`src/rtl/systolic_seq_ctrl_pkg.sv`:
```
// systolic_pkg: shared types and default sizing for the systolic sequencer.
// Contents:
//   seq_state_t   - sequencer FSM state encoding
//   *_DEF         - default values of the top-level parameters
package systolic_pkg;

    typedef enum logic [1:0] {
        IDLE,
        PRELOAD,
        STREAM,
        DONE
    } seq_state_t;

    localparam int NUM_PE_DEF    = 5;
    localparam int FILT_TAPS_DEF = 3;
    localparam int PRE_ROWS_DEF  = 3;
    localparam int ROW_W_DEF     = 8;
    localparam int TILE_W_DEF    = 7;

endpackage

```
`src/rtl/systolic_seq_ctrl_onehot_ring.sv`:
```
// onehot_ring: PE index counter with enable, selectable wrap limit and one-hot decode.
// Ports:
//   clk, nRST  - clock, asynchronous active-low reset
//   en         - advance the index this cycle
//   clr        - force the index to 0 (wins over en)
//   full       - 1: wrap after NUM_PE-1, 0: wrap after NUM_PE-2
//   onehot     - one-hot decode of the current index
//   wrap       - current index is the last one before wrapping
module onehot_ring #(
    parameter int NUM_PE = 5
) (
    input  logic              clk,
    input  logic              nRST,
    input  logic              en,
    input  logic              clr,
    input  logic              full,
    output logic [NUM_PE-1:0] onehot,
    output logic              wrap
);

    localparam int IW = $clog2(NUM_PE);
    localparam logic [IW-1:0] LAST_F = IW'(NUM_PE - 1);
    localparam logic [IW-1:0] LAST_P = IW'(NUM_PE - 2);

    logic [IW-1:0] idx;

    assign wrap   = idx == (full ? LAST_F : LAST_P);
    assign onehot = NUM_PE'(1) << idx;

    always_ff @(posedge clk or negedge nRST)
        if (!nRST)
            idx <= '0;
        else if (clr)
            idx <= '0;
        else if (en)
            idx <= wrap ? '0 : idx + 1'b1;

endmodule

```
`src/rtl/systolic_seq_ctrl.sv`:
```
// systolic_seq_ctrl: job sequencer driving PE read/start and filter-tap strobes per tile.
// Ports:
//   clk, nRST                  - clock, asynchronous active-low reset
//   cmd_valid/cmd_ready        - job command handshake (ready only in IDLE)
//   cmd_row_len, cmd_col_tiles - rows per tile (0 treated as 1), tiles per job
//   stall                      - hold the sequence, strobes off this cycle
//   abort                      - only with SYSTOLIC_SEQ_ABORT_EN: end the job early
//   pe_read, pe_start          - one-hot PE operand read / compute start
//   filt_read                  - one-hot filter-tap load (first tile only)
//   busy, done, tile_idx       - job status, one-cycle completion pulse, current tile
module systolic_seq_ctrl
    import systolic_pkg::*;
#(
    parameter int NUM_PE    = NUM_PE_DEF,
    parameter int FILT_TAPS = FILT_TAPS_DEF,
    parameter int PRE_ROWS  = PRE_ROWS_DEF,
    parameter int ROW_W     = ROW_W_DEF,
    parameter int TILE_W    = TILE_W_DEF
) (
    input  logic                 clk,
    input  logic                 nRST,
    input  logic                 cmd_valid,
    output logic                 cmd_ready,
    input  logic [ROW_W-1:0]     cmd_row_len,
    input  logic [TILE_W-1:0]    cmd_col_tiles,
    input  logic                 stall,
`ifdef SYSTOLIC_SEQ_ABORT_EN
    input  logic                 abort,
`endif
    output logic [NUM_PE-1:0]    pe_read,
    output logic [NUM_PE-1:0]    pe_start,
    output logic [FILT_TAPS-1:0] filt_read,
    output logic                 busy,
    output logic                 done,
    output logic [TILE_W-1:0]    tile_idx
);

    seq_state_t          state;
    logic [ROW_W-1:0]    row_cnt, row_len;
    logic [TILE_W-1:0]   tile_cnt, col_tiles, tile_nxt;
    logic                go, wrap, pre_last, row_last;
    logic [NUM_PE-1:0]   ring_oh;

    assign cmd_ready = state == IDLE;
    assign busy      = state == PRELOAD || state == STREAM;
    assign done      = state == DONE;
    assign tile_idx  = tile_cnt;

    // go: the sequence advances and strobes fire this cycle
`ifdef SYSTOLIC_SEQ_ABORT_EN
    assign go = busy && !stall && !abort;
`else
    assign go = busy && !stall;
`endif

    assign tile_nxt = tile_cnt + 1'b1;
    assign pre_last = row_cnt == ROW_W'(PRE_ROWS - 1);
    assign row_last = row_cnt == row_len - 1'b1;

    assign pe_read   = go ? ring_oh : '0;
    assign pe_start  = (go && (state == STREAM || pre_last)) ? ring_oh : '0;
    // low ring bits are zero whenever the index is past the last tap
    assign filt_read = (go && state == PRELOAD && tile_cnt == '0) ? ring_oh[FILT_TAPS-1:0] : '0;

    onehot_ring #(.NUM_PE(NUM_PE)) u_ring (
        .clk    (clk),
        .nRST   (nRST),
        .en     (go),
        .clr    (!busy),
        .full   (state == STREAM),
        .onehot (ring_oh),
        .wrap   (wrap)
    );

    always_ff @(posedge clk or negedge nRST)
        if (!nRST) begin
            state     <= IDLE;
            row_cnt   <= '0;
            tile_cnt  <= '0;
            row_len   <= '0;
            col_tiles <= '0;
        end else begin
            case (state)
                IDLE:
                    if (cmd_valid) begin
                        row_len   <= (cmd_row_len == '0) ? ROW_W'(1) : cmd_row_len;
                        col_tiles <= cmd_col_tiles;
                        row_cnt   <= '0;
                        tile_cnt  <= '0;
                        state     <= (cmd_col_tiles == '0) ? DONE : PRELOAD;
                    end
                PRELOAD:
                    if (go && wrap) begin
                        row_cnt <= pre_last ? '0 : row_cnt + 1'b1;
                        if (pre_last)
                            state <= STREAM;
                    end
                STREAM:
                    if (go && wrap) begin
                        if (row_last) begin
                            row_cnt  <= '0;
                            tile_cnt <= tile_nxt;
                            state    <= (tile_nxt == col_tiles) ? DONE : PRELOAD;
                        end else
                            row_cnt <= row_cnt + 1'b1;
                    end
                DONE:
                    state <= IDLE;
            endcase
`ifdef SYSTOLIC_SEQ_ABORT_EN
            if (abort && busy)
                state <= DONE;
`endif
        end

endmodule

```
`config.mk`:
```
export PLATFORM = sky130hd
export DESIGN_NAME = systolic_seq_ctrl
export DESIGN_NICKNAME = d
export VERILOG_FILES = /design/src/rtl/systolic_seq_ctrl_pkg.sv /design/src/rtl/systolic_seq_ctrl_onehot_ring.sv /design/src/rtl/systolic_seq_ctrl.sv
export SDC_FILE = /design/constraint.sdc
export NUM_CORES = 1
export LEC_CHECK = 0
export CORE_ASPECT_RATIO = 0.7
export CORE_MARGIN = 8
export CORE_UTILIZATION = 48
export DETAILED_ROUTE_END_ITERATION = 16
export GPL_ROUTABILITY_DRIVEN = 1
export GPL_TIMING_DRIVEN = 0
export HOLD_SLACK_MARGIN = 0.03
export MAX_ROUTING_LAYER = met4
export PLACE_DENSITY = 0.84
export REMOVE_ABC_BUFFERS = 1
export SETUP_SLACK_MARGIN = 0.02
export SYNTH_ARGS = -nofsm -noshare
export SYNTH_HDL_FRONTEND = slang
export SYNTH_SLANG_ARGS = --single-unit
```
`constraint.sdc`:
```
create_clock -name clk -period 2 [get_ports clk]
set_input_delay 0.2 -clock clk [delete_from_list [all_inputs] [get_ports clk]]
set_output_delay 0.2 -clock clk [all_outputs]
set_load 0.01 [all_outputs]
```
==> metrics.csv, run 1 <==
stage,metric,value,unit
synthesis,Synth Instances,275,
synthesis,number of flops mapped to enable cells by yosys,0,
timing,Max-slew headroom,46.0,%
final_layout,Post-layout nets,388,
final_layout,# diodes,0,
pwr,PwrDens,1360,nW/um2
critical_path,Max stage delay on crit path,470,ps
timing,Setup Viol. Count Final,22,
critical_path,nature of the critical path startpoint,flip-flop,
critical_path,CP Class,flip-flop to flip-flop,
die,site row count,22,
clock_network,Num CTS Buffers,5,
placement,placed cell areas,2940,um2
final_layout,Filler Cell Count,350,
synthesis,Netlist cell types,49,
final_layout,Final Instance Count excl. Fillers,427,
timing,part of the cycle the worst path needs,108,%
grt,first-pass GRT wire length,11600,um
route,Wirelength per Cell,18.9,um
synthesis,Synth Flop Type,dfrtp_1,
die,die area,7820,um2
clock_network,CTS tree,done,
synthesis,dominant cell type by area after synthesis,dfrtp_1,
synthesis,top-count cell post-synth,dfrtp_1,
outcome,status,"complete, but fails checks",
placement,Detailed Place HPWL,4480,um
clock_network,CTS sink cnt,35,
hold_path,HP Class,input pin to async pin,
route,DR vias/cell,5.84,
timing,fin crit period,2170,ps
route,DR vias,2493,
clock_network,H-tree depth,2,
critical_path,"Cell Chain, Critical Path","nor4_4, nand2_1, o31a_1, nand2_2, a21oi_4, o21ai_4, o21ai_1",
critical_path,required time worst endpoint,2160,ps
route,drt drc,0,
final_layout,area delta synth->final,47.8,%
clock_network,clock slew seen by the registers of the worst setup and hold paths,70,ps
route,post-route ant nets,0,
clock_network,Clock Latency Late Sink,290,ps
die,die extent in y,76.4,um
job,max-cap check violation count,0,
critical_path,Worst Path Max Fanout,8,
final_layout,final instance area,3700,um2
timing,setup ws final,-165,ps
timing,Slew Limit Fails,0,
grt,vias in the first global route,2412,
pwr,Peak VDD IR,0.000745,V
timing,Final TNS setup,-1650,ps
synthesis,Yosys reg bits,35,
timing,Peak Freq,462,MHz
die,Die X,102,um
synthesis,Mean Syn Cell Area,9.10,um2
synthesis,"FFs w/ async S/R, synth",100,%
grt,largest net degree at the start of global routing,36,
clock_network,CTS Buffer Depth,2,
route,final WL,8060,um
clock_network,clk root buf,clkbuf_8,
pwr,Leakage Power,1.57,nW
grt,total gr overflow,0,
placement,Final Wtd Congestion,0.879,
route,First-pass DRT Iterations,4,
grt,initial antenna violation count,0,
final_layout,area of the multi-input gates,1820,um2
timing,Least-Margin Pin Slew,811,ps
final_layout,Register Area,891,um2
placement,dpl cells,375,
synthesis,yosys warns,0,
die,Starting Density,48.6,%
route,1st-iter DRT viols,229,
placement,PortBufs,41,
synthesis,synth cell count leaders,"dfrtp_1 (35), nand2_1 (25), mux2_2 (16)",
timing,RSZ-0062 raised after global routing,true,
synthesis,synthesized area,2500,um2
critical_path,"slowest stage cell, crit path",dfrtp_2,
timing,Setup Skew,4.95,ps
critical_path,"Arr. time, crit path",2330,ps
critical_path,worst r2r path cells,7,
outcome,failing checks,setup timing,
synthesis,synth top area cells,"dfrtp_1 (35%), mux2_2 (7.2%), ha_1 (7.0%)",
die,Ports,42,
timing,Hold Fails Final Rpt,0,
grt,gr usage total,18.8,%
synthesis,sequential element share of the synthesized area,35.0,%
die,core footprint,5150,um2
final_layout,proportion of layout cells with a drive suffix above 1,42.3,%
critical_path,Worst setup EP type,flip-flop,
synthesis,Synth top area share,35.0,%
metrics by stage:
| step | setup WS (ps) | util [%] | power [mW] | hold WS (ps) |
|---|---|---|---|---|
| after detailed placement | -515 | 57.0 | 3.11 | 334 |
| final | -165 | 71.9 | 5.02 | 530 |
| after floorplan | -253 | - | 2.55 | -95.6 |
| after global placement | -446 | 57.1 | 3.03 | 515 |
| after CTS | -48.3 | 66.8 | 4.33 | 534 |
| after global routing | -235 | 71.9 | 5.28 | 557 |
power breakdown:
part / internal [mW] / switching, mW
logic: 1.68 / 1.54
registers: 0.936 / 0.321
clock network: 0.270 / 0.268
total: 2.89 / 2.13
cells by family after synthesis:
family / share of synthesized area (%)
AO/OA/AOI/OAI: 13.9
multiplexers: 8.80
flip-flops: 35.0
adder cells (fa/ha/maj): 7.00
buffers and inverters: 4.65
XOR/XNOR: 6.65
AND/OR/NAND/NOR: 24.0
critical path, delay by kind of cell (launching register included):
family	cells	cell delay, ps
flops	1	470
simple gates	3	700
compound gates	4	860
metal layers:
metal / share of wire [%] / vias to the layer above / wire (um) / global-route usage [%]
li1: - / 1139 / - / -
met1: 44 / 1202 / 3530 / 24.0
met2: 47 / 131 / 3790 / 28.0
met3: 7.0 / 21 / 566 / 4.84
met4: 2.1 / 0 / 170 / 6.57
met5: 0 / - / 0 / -
state kept, by name, indices dropped and copies added (netlist names):
name        cells
tile_idx        7
col_tiles       7
u_ring.idx      3
state           2
row_cnt         8
row_len         8
layout by cell type (no fill, tap or decap), types with 6 or more instances in the layout:
cell type and instances:
buf_4 30, clkdlybuf4s50_1 26, nand2_1 24, dfrtp_1 23, mux2_2 14, buf_6 12
dfrtp_2 12, nor2b_1 11, xnor2_1 11, a21oi_1 10, and3_1 9, ha_1 9
o21ai_1 8, buf_2 8, inv_2 7, and2_1 7, inv_1 6, xor2_1 6
clkbuf_8 6
timing repair:
item / in CTS / in global routing
pin swaps: 29 / 22
buffers inserted: 25 / 20
endpoints found under the hold margin: 30 / 0
setup endpoints to repair: 30 / 29
hold buffers: 1 / 0
resized for setup: 90 / 49
layout make-up:
type | count | area share [%]
inverters | 14 | 1.52
well taps | 72 | 2.43
flip-flops and latches | 35 | 24.1
repair buffers | 86 | 20.5
clock buffers | 6 | 2.23
multi-input cells | 213 | 49.1
clock inverters | 1 | 0.135
worst paths after layout:
kind                       slack [ps]      endpoint          from
hold / removal                    530  col_tiles[6]          nRST
hold reg to reg                   530  col_tiles[5]  col_tiles[5]
setup / recovery                 -170    row_cnt[7]    row_len[3]
max in group asynchronous         900    row_cnt[1]          nRST
min in group clk                  530  col_tiles[5]  col_tiles[5]
setup reg to reg                 -170    row_cnt[7]    row_len[3]
(Power assumes the default switching activity.)
==> run 2, diff against run 1 <==
Settings changed: CORE_MARGIN 8 to 4.
==> run 2 against run 1 <==
Against the previous run:
- the run still ends with setup timing left
- largest power group unchanged
- global-route usage up 5.9 points
- cell count down 2.1%
- power down 6.6%
- sequential power about the same
- largest cell class unchanged
- sequential share of layout area up 0.98 points
- clock power down 9.3%
==> metrics.csv, run 2 (same netlist as run 1, synthesis figures left out) <==
stage,metric,value,unit
grt,initial antenna violation count,0,
critical_path,worst r2r path cells,9,
die,Ports,42,
clock_network,clk root buf,clkbuf_8,
critical_path,nature of the critical path startpoint,flip-flop,
route,drt drc,0,
placement,PortBufs,41,
pwr,Overall Power,4.69,mW
placement,Final Wtd Congestion,0.890,
route,final WL,7360,um
critical_path,Max stage delay on crit path,420,ps
critical_path,Reg2Reg Setup Slack,-110,ps
timing,part of the cycle the worst path needs,105,%
final_layout,# diodes,0,
timing,Setup Skew,4.47,ps
timing,Least-Margin Pin Slew,810,ps
final_layout,fin util,72.4,%
timing,Final TNS setup,-569,ps
final_layout,"commonest non-fill, non-tap cell in the layout",buf_4,
route,DR vias,2452,
clock_network,CTS tree,done,
final_layout,Post-layout nets,383,
die,site row count,21,
clock_network,Num CTS Buffers,5,
die,die extent in y,68.4,um
timing,Hold Fails Final Rpt,0,
die,Die X,94.3,um
final_layout,Final Instance Count excl. Fillers,418,
critical_path,startpoint of the worst register-to-register path,state[1],
placement,Detailed Place HPWL,4350,um
clock_network,CTS Buffer Depth,2,
final_layout,final instance area,3560,um2
critical_path,Buf/Inv on CP,1,
critical_path,required time worst endpoint,2170,ps
clock_network,clock slew seen by the registers of the worst setup and hold paths,70,ps
outcome,failing checks,setup timing,
critical_path,"slowest stage cell, crit path",or3_4,
critical_path,"CP delay by family, top",simple AND/OR/NAND/NOR gates,
clock_network,CTS sink cnt,35,
outcome,status,"complete, but fails checks",
critical_path,Worst setup EP type,flip-flop,
grt,largest net degree at the start of global routing,36,
placement,placed cell areas,2930,um2
critical_path,CP Class,flip-flop to flip-flop,
grt,vias in the first global route,2320,
timing,Max-slew headroom,46.0,%
critical_path,"Cell Chain, Critical Path","buf_6, ha_4, and4bb_1, a31o_2, a21oi_2, or3_4, mux2_4, o21ai_2, a21oi_1",
route,Wirelength per Cell,17.6,um
critical_path,Crit path depth,9,
timing,Peak Freq,475,MHz
timing,fin crit period,2110,ps
timing,Slew Limit Fails,0,
timing,RSZ-0062 raised after global routing,true,
pwr,Peak VDD IR,0.000840,V
grt,first-pass GRT wire length,12000,um
critical_path,"Arr. time, crit path",2270,ps
critical_path,CP endpoint,row_cnt[5],
timing,setup ws final,-107,ps
critical_path,Crit Reg-Reg Endpoint,row_cnt[5],
job,max-cap check violation count,0,
route,1st-iter DRT viols,216,
pwr,Leakage Power,1.52,nW
clock_network,Clock Latency Late Sink,290,ps
die,die area,6450,um2
grt,total gr overflow,0,
die,Starting Density,51.0,%
final_layout,proportion of layout cells with a drive suffix above 1,36.1,%
placement,dpl cells,372,
clock_network,H-tree depth,2,
critical_path,Worst Path Max Fanout,6,
pwr,PwrDens,1320,nW/um2
hold_path,HP Class,flip-flop to flip-flop,
final_layout,"commonest non-fill, non-tap cells in the layout","buf_4 (30), clkdlybuf4s50_1 (27), nand2_1 (25)",
critical_path,crit path from,state[1],
route,DR vias/cell,5.87,
final_layout,area delta synth->final,42.2,%
grt,gr usage total,24.7,%
route,First-pass DRT Iterations,5,
final_layout,biggest regs,"row_cnt (8), row_len (8)",
final_layout,Filler Cell Count,338,
timing,Setup Viol. Count Final,17,
route,post-route ant nets,0,
die,core footprint,4910,um2
## run 2: final cells by class
class	count	area [um2]	area share, %
multi-input combinational	213	1750	49.1
sequential	35	892	25.1
timing repair buffer	81	707	19.9
tap	69	86.3	2.43
clock buffer	6	72.6	2.04
inverter	14	52.6	1.48
## run 2: power by group
group | switching, mW | total (mW) | internal [mW] | leakage, nW
combinational | 1.46 | 2.97 | 1.51 | 1.05
clock | 0.256 | 0.489 | 0.232 | 0.0371
sequential | 0.298 | 1.23 | 0.935 | 0.430
total | 2.02 | 4.69 | 2.67 | 1.52
## run 2: worst min-delay path by stage
| stage | end | slack, ps | depth (start not counted) | from |
|---|---|---|---|---|
| 6_report | col_tiles[0] | 530 | 1 | col_tiles[0] |
| 5_1_grt | col_tiles[0] | 540 | 1 | col_tiles[0] |
| 4_1_cts | row_len[7] | 530 | 1 | row_len[7] |
| 3_5_place_dp | row_cnt[6] | 340 | 1 | nRST |
| 3_3_place_gp | col_tiles[1] | 510 | 1 | col_tiles[1] |
| 2_1_floorplan | col_tiles[0] | -100 | 0 | nRST |
## run 2: per-stage QoR
step / hold WS (ps) / setup WS (ps)
2_1_floorplan: -95.6 / -253
6_report: 532 / -107
5_1_grt: 536 / -183
3_5_place_dp: 337 / -559
3_3_place_gp: 513 / -493
4_1_cts: 533 / -34.0
## run 2: timing repair
item	in CTS	in global routing
pin swaps	30	25
hold buffers	1	0
hold endpoints to repair	1	0
setup endpoints to repair	30	31
buffers inserted	29	10
resized for setup	86	26
## run 2: routing by layer
| metal | vias to the layer above | global-route usage, % | share of wire (%) |
|---|---|---|---|
| met5 | - | - | 0 |
| met4 | 0 | 5.95 | 0.87 |
| met3 | 14 | 4.51 | 7.5 |
| met2 | 115 | 39.3 | 47 |
| met1 | 1194 | 33.0 | 44 |
| li1 | 1129 | - | - |
